===== src/rtl/alu_seq_pkg.sv =====
// Shared op codes, state encoding and datapath widths for the ALU op sequencer.
package alu_seq_pkg;

  localparam int NIB_W = 4;
  localparam int ACC_W = 8;

  localparam logic [1:0] OP_ADD  = 2'd0;
  localparam logic [1:0] OP_SUB  = 2'd1;
  localparam logic [1:0] OP_MUL2 = 2'd2;
  localparam logic [1:0] OP_DIV2 = 2'd3;

  typedef enum logic [1:0] {
    S_IDLE = 2'd0,
    S_RUN  = 2'd1,
    S_DONE = 2'd2
  } state_e;

endpackage


===== src/rtl/alu_step.sv =====
// Combinational single-step unit: applies one ADD/SUB/MUL2/DIV2 step to the
// accumulator and reports that step's flag.
module alu_step
  import alu_seq_pkg::*;
(
  input  logic [ACC_W-1:0] acc,
  input  logic [NIB_W-1:0] y,
  input  logic [1:0]       op,
  output logic [ACC_W-1:0] next_acc,
  output logic             step_flag
);

  logic [NIB_W:0]   sum;
  logic [NIB_W-1:0] diff;

  assign sum  = {1'b0, acc[NIB_W-1:0]} + {1'b0, y};
  assign diff = acc[NIB_W-1:0] - y;

  always_comb begin
    next_acc  = acc;
    step_flag = 1'b0;
    case (op)
      OP_ADD: begin
        // Upper nibble is forced to zero so ADD/SUB stay in the low nibble.
        next_acc  = {{(ACC_W-NIB_W){1'b0}}, sum[NIB_W-1:0]};
        step_flag = sum[NIB_W];
      end
      OP_SUB: begin
        next_acc  = {{(ACC_W-NIB_W){1'b0}}, diff};
        step_flag = (y > acc[NIB_W-1:0]);
      end
      OP_MUL2: begin
        next_acc  = {acc[ACC_W-2:0], 1'b0};
        step_flag = acc[ACC_W-1];
      end
      default: begin
        next_acc  = {1'b0, acc[ACC_W-1:1]};
        step_flag = acc[0];
      end
    endcase
  end

endmodule


===== src/rtl/alu_op_sequencer.sv =====
// Accepts one command, iterates the chosen ALU step N times (one per clock),
// then holds the accumulated result and sticky flag until consumed.
module alu_op_sequencer
  import alu_seq_pkg::*;
#(
  parameter int CNT_W = 3
) (
  input  logic             clk,
  input  logic             reset,
  input  logic             cmd_valid,
  output logic             cmd_ready,
  input  logic [3:0]       cmd_x,
  input  logic [3:0]       cmd_y,
  input  logic [1:0]       cmd_op,
  input  logic [CNT_W-1:0] cmd_count,
  output logic             res_valid,
  input  logic             res_ready,
  output logic [7:0]       res_data,
  output logic             res_flag,
  output logic             busy
);

  state_e             state_q, state_d;
  logic [ACC_W-1:0]   acc_q, acc_d;
  logic [1:0]         op_q, op_d;
  logic [NIB_W-1:0]   y_q, y_d;
  logic [CNT_W-1:0]   rem_q, rem_d;
  logic               flag_q, flag_d;

  logic [ACC_W-1:0]   step_acc;
  logic               step_flag;

  alu_step u_step (
    .acc       (acc_q),
    .y         (y_q),
    .op        (op_q),
    .next_acc  (step_acc),
    .step_flag (step_flag)
  );

  always_comb begin
    state_d = state_q;
    acc_d   = acc_q;
    op_d    = op_q;
    y_d     = y_q;
    rem_d   = rem_q;
    flag_d  = flag_q;
    case (state_q)
      S_IDLE: begin
        if (cmd_valid) begin
          op_d   = cmd_op;
          y_d    = cmd_y;
          flag_d = 1'b0;
          rem_d  = cmd_count;
          // Shift ops work on the full byte {Y,X}; ADD/SUB only on X.
          if (cmd_op == OP_ADD || cmd_op == OP_SUB) begin
            acc_d = {{(ACC_W-NIB_W){1'b0}}, cmd_x};
          end else begin
            acc_d = {cmd_y, cmd_x};
          end
          state_d = (cmd_count != '0) ? S_RUN : S_DONE;
        end
      end
      S_RUN: begin
        acc_d  = step_acc;
        flag_d = flag_q | step_flag;
        rem_d  = rem_q - CNT_W'(1);
        if (rem_q == CNT_W'(1)) begin
          state_d = S_DONE;
        end
      end
      S_DONE: begin
        if (res_ready) begin
          state_d = S_IDLE;
        end
      end
      default: state_d = S_IDLE;
    endcase
  end

  always_ff @(posedge clk) begin
    if (reset) begin
      state_q <= S_IDLE;
      acc_q   <= '0;
      op_q    <= '0;
      y_q     <= '0;
      rem_q   <= '0;
      flag_q  <= 1'b0;
    end else begin
      state_q <= state_d;
      acc_q   <= acc_d;
      op_q    <= op_d;
      y_q     <= y_d;
      rem_q   <= rem_d;
      flag_q  <= flag_d;
    end
  end

  assign cmd_ready = (state_q == S_IDLE);
  assign res_valid = (state_q == S_DONE);
  assign busy      = (state_q != S_IDLE);
  assign res_data  = acc_q;
  assign res_flag  = flag_q;

endmodule


===== config.mk =====
export PLATFORM = sky130hd
export DESIGN_NAME = alu_op_sequencer
export DESIGN_NICKNAME = d
export VERILOG_FILES = /design/src/rtl/alu_seq_pkg.sv /design/src/rtl/alu_step.sv /design/src/rtl/alu_op_sequencer.sv
export SDC_FILE = /design/constraint.sdc
export NUM_CORES = 1
export LEC_CHECK = 0
export ABC_AREA = 1
export CAP_MARGIN = 10
export CORE_ASPECT_RATIO = 1.2
export CORE_MARGIN = 5
export CORE_UTILIZATION = 54
export DETAILED_ROUTE_END_ITERATION = 8
export MAX_ROUTING_LAYER = met4
export PLACE_DENSITY = 0.84
export SLEW_MARGIN = 20
export SYNTH_ARGS = -nofsm -noshare
export SYNTH_HDL_FRONTEND = slang
export SYNTH_SLANG_ARGS = --single-unit

===== constraint.sdc =====
create_clock -name clk -period 4.15 [get_ports clk]
set_clock_uncertainty 0.15 [all_clocks]
set_input_delay 0.83 -clock clk [delete_from_list [all_inputs] [get_ports clk]]
set_output_delay 0.83 -clock clk [all_outputs]
set_load 0.02 [all_outputs]

## Yosys cells after proc, flatten, opt, wreduce, memory -nomap -nowiden

Cells that the tools add are included.
W data, S select, Z words.

- Mux-type cells: 14
- Bitwise gates (word level): 1
- Add/subtract/negate cells: 3
- Magnitude comparators: 1
- Reduce and logical (&&, ||, !) cells: 10
- Equality and inequality tests: 9

Operators with widths:

| cell | number |
|---|---|
| $pmux W8 S3 | 1 |
| $mux W8 | 2 |
| $pmux W8 S2 | 1 |
| $mux W2 | 4 |
| $eq A2 B1 Y1 const B | 3 |
| $logic_not A2 Y1 | 3 |
| $pmux W2 S3 | 1 |
| $pmux W3 S2 | 1 |
| $add A4 B4 Y5 | 1 |
| $eq A2 B2 Y1 const B | 2 |
| $gt A4 B4 Y1 | 1 |
| $ne A2 B2 Y1 const B | 2 |
| $reduce_and A2 Y1 | 2 |
| $reduce_bool A2 Y1 | 2 |
| $sub A4 B4 Y4 | 1 |
| $eq A3 B1 Y1 const B | 1 |
| $mux W3 | 1 |
| $pmux W1 S3 | 1 |
| $reduce_and A3 Y1 | 1 |
| $reduce_bool A3 Y1 | 1 |
| $sub A3 B1 Y3 const B | 1 |
| $ne A2 B1 Y1 const B | 1 |
| $pmux W1 S2 | 1 |
| $logic_or A1 B1 Y1 | 1 |
| other kinds (2) | 2 |

- Bits in registers: 20
- Input port bits: 17
- Word-level logic and storage cells: 44
- Output and inout port bits: 12

## Logic depth before layout (Yosys ltp)

Gate-level depths: netlist of the first run.

- Depth after elaboration: 5
- Gate-level depth with buffers: 11
- Mapped depth without buffers: 11

## By module

Synthesis of the first run repeated with hierarchy kept, for this count alone.

- Cells, all modules: 236
- Area, all modules: 1452.6 um^2

By module, submodules not included:

| module | seq. area each (um^2) | times used | area an instance (um^2) | cells an instance |
|---|---|---|---|---|
| alu_op_sequencer | 400.4 | 1 | 1022.2 | 162 |
| alu_step | 0.0 | 1 | 430.4 | 74 |

## Worst setup path after synthesis of the first run

OpenSTA, ideal clock, no wires.

- Path type: reg2reg
- Start: register acc_q[0] (netlist: res_data[0])
- End: register flag_q (netlist: res_flag)
- Path buffers: 0
- Arrival time: 1600 ps
- Cell stages (with the launch flop): 10
- Data required time: 3870 ps
- Path slack: 2270 ps
- Setup time: 130 ps
- Clock period less this slack: 1880 ps
- Path through: dfxtp_1 > inv_1 > ha_1 > fa_1 > nor2_1 > o21ai_0 > nand2_1 > nand3_1 > o21bai_1 > a21oi_1

- Word-level cells in the longest chain between the ends: 4
- Elaborated cells between the ends (all ways): 5
- Those cells by class: add/sub: 1; order compare: 1; mux: 2; bitwise: 1

RTL lines:

| what | line | source |
|---|---|---|
| from (decl) | alu_op_sequencer.sv:24 | `logic [ACC_W-1:0] acc_q, acc_d;` |
| from (signal assigned) | alu_op_sequencer.sv:84 | `acc_q <= '0;` |
| from (signal assigned) | alu_op_sequencer.sv:91 | `acc_q <= acc_d;` |
| $add A4 B4 Y5 or $gt A4 B4 Y1 (tied branches) | alu_step.sv:16, alu_step.sv:30 |  |
| $pmux W1 S3 (*) | alu_step.sv:22 | `case (op)` |
| $or A1 B1 Y1 (*) | alu_op_sequencer.sv:66 | `flag_d = flag_q \| step_flag;` |
| $pmux W1 S2 (*) | alu_op_sequencer.sv:48 | `case (state_q)` |
| to (signal assigned) | alu_op_sequencer.sv:95 | `flag_q <= flag_d;` |
| to (decl) | alu_op_sequencer.sv:28 | `logic flag_q, flag_d;` |

Mark *: on every way between the ends. The rest lies on a longest branch, timed or not.
A chain may end at the register's enable or synchronous reset.

## Final worst setup path of the first run

- Start: register state_q[0]
- End: output port busy

- Word-level cells in the longest chain between the ends: 1

RTL lines:

| what | line | source |
|---|---|---|
| from (decl) | alu_op_sequencer.sv:23 | `state_e state_q, state_d;` |
| from (signal assigned) | alu_op_sequencer.sv:90 | `state_q <= state_d;` |
| $reduce_bool A2 Y1 | alu_op_sequencer.sv:101 | `assign busy = (state_q != S_IDLE);` |
| to (decl) | alu_op_sequencer.sv:20 | `output logic busy` |

No other way between the ends.

==> results.cfg, run 1 <==
[logic_synthesis]
ys_types = 26
synth_warnings = 0
syn-cell-area_um2 = 1339
avgSynthCellArea_um2 = 7.084
ys_seq_elements = 20
yosysSeqAreaShare = 0.2991
synthCells = 189
syn-num-nets = 218

[sta]
finalMaxSlewViolations = 0
period_share = 0.6259
finalSetupViolations = 0
setup_tns_ns = 0
slew_headroom = 0.6973
min_period_ns = 2.597
worst_pin_slew_ns = 0.4530
max_freq_mhz = 385.0
final_hold_viol_count = 0
rsz0062_at_grt = no

[die]
rows = 19
dieArea_um2 = 3579
boundaryPins = 29
initial_core_util = 0.5747
fp.dieH_um = 64.55
core_area_um2 = 2330
die_w_um = 55.46

[routing]
routedLengthMet1_mm = 1.331
drt_wl_total_mm = 3.558
wl_met3_um = 171
dr_total_vias = 1384
drt_pre_antenna_iters = 5
wl_met2_mm = 1.965
avgRoutedWirePerCell_um = 14.40
route.detailed.drc = 0
maxUsedRoutingLayer = met4
drt_iter0_drc = 59
drt-vias-per-instance = 5.603
detail-route-antenna-nets = 0

[worst_setup_path]
cp.arrival_ns = 1.62
critPathTopFamily = buffers and inverters
slowest_stage = clkdlybuf4s50_1
path_class = flop to output pin
critPathRequiredTime_ns = 3.17
path_max_fanout = 6
cpPeakStageDelay_ns = 0.60
crit_buf_inv = 2
crit_path_start_kind = flop
crit_chain = nor2_4 > inv_1 > clkdlybuf4s50_1
cp-end-kind = output pin

[power]
power_w = 0.001189
p_sw_w = 0.0005569
switching_share = 0.4683
combPwrFrac = 0.574
leakagePower_nw = 0.7422
intPower_w = 0.0006323
power_frac_clock = 0.135
ir_worst_vdd_uv = 489.8
p_per_area_nw_per_um2 = 708.2
p_seq_frac = 0.290

[cells_and_area]
num_antenna_cells = 0
final_nets = 246
area_delta_synth_final_pct = 25.42
fin_util = 0.7207
stdcell_count = 247
drive_gt1_frac = 0.05556
post-route-cell-area_um2 = 1679

[clock_tree]
cts_num_sinks = 20
holdBufCountCts = 0
cts_setup_buffers = 0
numCtsBuffers = 3
cts.repair.resized = 0
clock_path_buffers = 2
cts_tree = yes
cts-root-buf = clkbuf_4
htreeDepth = 1
clock_latency_ns = 0.30
clk_pin_slew_ns = 0.11

[global_route]
antenna_found_initial = 0
overflow = 0
grt_pass1_wl_mm = 6.051
grt_use_total = 0.2110
grt_pass1_vias = 1428
grt_max_degree = 18

[place]
gp_congestion = 0.9008
numPortBuffers = 28
dp.cells = 243
dpl_cell_area_um2 = 1627
dp_hpwl_mm = 2.832

[flow_run]
drv_cap = 0

[min_path]
hold_path.class = flop to flop

[outcome]
status = complete, no violations
## area by class of cell
class | instances | area [um2]
Inverter | 28 | 105.1
Sequential cell | 20 | 400.4
Clock buffer | 3 | 22.52
Timing Repair Buffer | 28 | 280.3
Tap cell | 31 | 38.79
Multi-Input combinational cell | 136 | 802.0
Clock inverter | 1 | 30.03
Fill cell | 215 | 650.6
## tightest hold or removal path, stage by stage (launching register included)
cell and delay [ns]:
dfxtp_1 0.34, nand2_1 0.06, a21oi_1 0.06
## final timing paths
kind | startpoint | end | slack [ns] | depth (start not counted)
setup / recovery | state_q[0] | busy | 1.55 | 3
hold reg to reg | res_flag | res_flag | 0.34 | 2
hold / removal | res_flag | res_flag | 0.34 | 2
setup reg to reg | res_data[0] | res_flag | 2.19 | 9
## stage by stage
stage                     hold WS (ns)  setup WS (ns)
after detailed placement        0.3189          1.866
final                           0.3404          1.553
after global placement          0.3266          1.916
after floorplan                 0.3012          2.270
after global routing            0.3718          1.480
after CTS                       0.3389          1.540
## per-layer routing
layer  up-vias  GRT usage
met5         -          -
met4         0    0.08207
met3        12    0.03571
met2        46     0.4157
met1       636     0.2019
li1        690          -
## layout by cell type, fill, tap and decap left out, drive strengths merged, types with 2 or more instances in the layout
cell type,n
nand2,32
a211oi,2
o21ai,24
nor2,13
a31o,2
dfxtp,20
a21oi,22
inv,28
clkbuf,3
fa,2
o211ai,2
a31oi,6
clkdlybuf4s50,28
nand3,16
ha,10
o21bai,2
## power by group through the flow
stage	clock network [W]	logic, W	registers [W]
5_1_grt	0.000171	0.000764	0.000356
2_1_floorplan	0	0.000437	0.000370
3_5_place_dp	0	0.000680	0.000347
6_report	0.000161	0.000683	0.000345
3_3_place_gp	0	0.000658	0.000341
4_1_cts	0.000160	0.000684	0.000343
## synth_stat cells
master,number,area (um2)
o21bai_1,2,15.01
o211ai_1,2,15.01
a21oi_1,21,105.1
dfxtp_1,20,400.4
o22ai_1,1,6.260
inv_2,2,7.510
nand2_1,29,108.9
xor2_1,1,8.760
buf_2,1,5.000
o221ai_1,1,8.760
buf_4,1,7.510
fa_1,2,40.04
o21ai_0,24,120.1
inv_1,26,97.59
nor2_4,1,11.26
a31oi_1,6,37.54
buf_6,1,11.26
a31o_1,1,8.760
nand2_4,3,33.78
nor2_1,12,45.04
a21oi_2,1,8.760
a211oi_1,2,15.01
a31o_2,1,8.760
ha_1,10,125.1
clkbuf_1,2,7.510
nand3_1,16,80.08
## kinds of logic after synthesis
group                    count (synthesis)  synth area share
adder cells (fa/ha/maj)                 12            0.1234
AND/OR/NAND/NOR                         61            0.2084
XOR/XNOR                                 1          0.006543
flip-flops                              20            0.2991
AO/OA/AOI/OAI                           62            0.2608
buffers and inverters                   33            0.1019
## registers in the layout, indices dropped and copies added (netlist names)
register and cells:
y_q 4, res_flag 1, op_q 2, res_data 8, rem_q 3, state_q 2
(Power assumes the default switching activity.)
==> inputs of run 2 (changes only) <==
--- a/config.mk
+++ b/config.mk
@@ -9,10 +9,10 @@
 export CAP_MARGIN = 10
 export CORE_ASPECT_RATIO = 1.2
 export CORE_MARGIN = 5
-export CORE_UTILIZATION = 54
+export CORE_UTILIZATION = 50
 export DETAILED_ROUTE_END_ITERATION = 8
 export MAX_ROUTING_LAYER = met4
-export PLACE_DENSITY = 0.84
+export PLACE_DENSITY = 0.79
 export SLEW_MARGIN = 20
 export SYNTH_ARGS = -nofsm -noshare
 export SYNTH_HDL_FRONTEND = slang
==> constraint.sdc (replaced) <==
create_clock -name clk -period 2.4 [get_ports clk]
set_clock_uncertainty 0.15 [all_clocks]
set_input_delay 0.48 -clock clk [delete_from_list [all_inputs] [get_ports clk]]
set_output_delay 0.48 -clock clk [all_outputs]
set_load 0.02 [all_outputs]
==> run 2 against run 1 <==
Critical path depth unchanged. Final area down 0.37%. Register-to-register slack worse by 1.7 ns. Worst setup slack worse by 1.4 ns. Wire length up 0.14%. Clock power up 25%. Die area up 6.6%. Non-clock buffer count up 1. Global-route usage down 0.50 points. First-iteration DRC count down 14%. Sequential share of layout area up 0.089 points. Cell count up 1.2%.
==> results.cfg, run 2 (same netlist as run 1, synthesis figures left out) <==
[power]
p_sw_w = 0.0009650
p_per_area_nw_per_um2 = 1188
power_frac_clock = 0.101
combPwrFrac = 0.603
power_w = 0.001987
intPower_w = 0.001022
p_seq_frac = 0.296
switching_share = 0.4857
leakagePower_nw = 0.7400
ir_worst_vdd_uv = 723.7

[worst_setup_path]
path_class = flop to output pin
critPathRequiredTime_ns = 1.77
crit_chain = inv_1 > nor2_1 > clkdlybuf4s50_1
slowest_stage = clkdlybuf4s50_1
cp.arrival_ns = 1.63
path_max_fanout = 3
cpPeakStageDelay_ns = 0.64
cp-end-kind = output pin
crit_path_start_kind = flop

[sta]
max_freq_mhz = 442.5
rsz0062_at_grt = no
min_period_ns = 2.260
finalSetupViolations = 0
finalMaxSlewViolations = 0
final_hold_viol_count = 0
worst_pin_slew_ns = 0.4253
period_share = 0.9417
slew_headroom = 0.7158
setup_tns_ns = 0

[place]
dp_hpwl_mm = 2.832
numPortBuffers = 28
gp_congestion = 0.8861

[clock_tree]
numCtsBuffers = 3
clock_path_buffers = 2
cts_setup_buffers = 0
cts.repair.resized = 0
clk_pin_slew_ns = 0.12
cts_tree = yes
htreeDepth = 1
cts_num_sinks = 20
holdBufCountCts = 0
clock_latency_ns = 0.31
cts-root-buf = clkbuf_4

[global_route]
grt_pass1_wl_mm = 6.065
grt_pass1_vias = 1413
overflow = 0
antenna_found_initial = 0
grt_max_degree = 18
grt_use_total = 0.2061

[cells_and_area]
area_delta_synth_final_pct = 24.95
drive_gt1_frac = 0.05991
largest_reg_flops = 8
fin_util = 0.6554
final_cell_mix = nand2_1 (29), clkdlybuf4s50_1 (28), inv_1 (26), o21ai_0 (24), a21oi_1 (21)
final_nets = 247
num_antenna_cells = 0
layout.cells.most_common = nand2_1

[routing]
drt-vias-per-instance = 5.668
detail-route-antenna-nets = 0
dr_total_vias = 1417
route.detailed.drc = 0
avgRoutedWirePerCell_um = 14.25
drt_iter0_drc = 51
drt_wl_total_mm = 3.563
drt_pre_antenna_iters = 4

[die]
initial_core_util = 0.5245
rows = 20
boundaryPins = 29
dieArea_um2 = 3817
die_w_um = 57.24
fp.dieH_um = 66.69
core_area_um2 = 2552

[min_path]
hold_path.class = flop to flop

[flow_run]
drv_cap = 0

[outcome]
status = complete, no violations
-- run 2: metrics by stage --
stage / area [um2] / setup WS, ns / instances / hold WS (ns)
after floorplan: 1339 / 0.5202 / 189 / 0.3012
after global placement: 1637 / 0.5046 / 246 / 0.3286
after detailed placement: 1637 / 0.4716 / 246 / 0.3266
after CTS: 1673 / 0.1308 / 250 / 0.3430
after global routing: 1673 / 0.01919 / 250 / 0.3584
final: 1673 / 0.1399 / 250 / 0.3375
-- run 2: critical path: cells and delay by family (launching register included) --
| kind | cells | cell delay [ns] |
|---|---|---|
| buffers and inverters | 2 | 0.77 |
| and+or+nand+nor | 1 | 0.17 |
| DFF | 1 | 0.39 |
-- run 2: per-layer routing --
metal  part of all wire  wire (um)  up-vias  track usage
met1               0.40       1422      642       0.2162
li1                   -          -      697            -
met4              0.022         78        0      0.08406
met2               0.53       1876       68       0.3857
met5                  0          0        -            -
met3              0.052        186       10      0.02713
-- run 2: worst paths after layout --
check	startpoint	end	slack (ns)	cells after the start
hold / removal	y_q[3]	y_q[3]	0.34	2
setup reg to reg	res_data[0]	res_flag	0.49	9
hold reg to reg	y_q[3]	y_q[3]	0.34	2
setup / recovery	state_q[1]	res_valid	0.14	3
-- run 2: cell type report --
| cell class | instances | area, um2 |
|---|---|---|
| well taps | 33 | 41.29 |
| inverters | 28 | 105.1 |
| repair buffers | 29 | 287.8 |
| flip-flops and latches | 20 | 400.4 |
| clock buffers | 4 | 36.28 |
| fillers | 246 | 879.6 |
| multi-input cells | 136 | 802.0 |
-- run 2: power groups by stage --
| stage | logic [W] | registers (W) | clock network [W] |
|---|---|---|---|
| 2_1_floorplan | 0.000756 | 0.000640 | 0 |
| 3_3_place_gp | 0.00114 | 0.000592 | 0 |
| 3_5_place_dp | 0.00119 | 0.000595 | 0 |
| 4_1_cts | 0.00119 | 0.000587 | 0.000203 |
| 5_1_grt | 0.00133 | 0.000609 | 0.000216 |
| 6_report | 0.00120 | 0.000589 | 0.000201 |
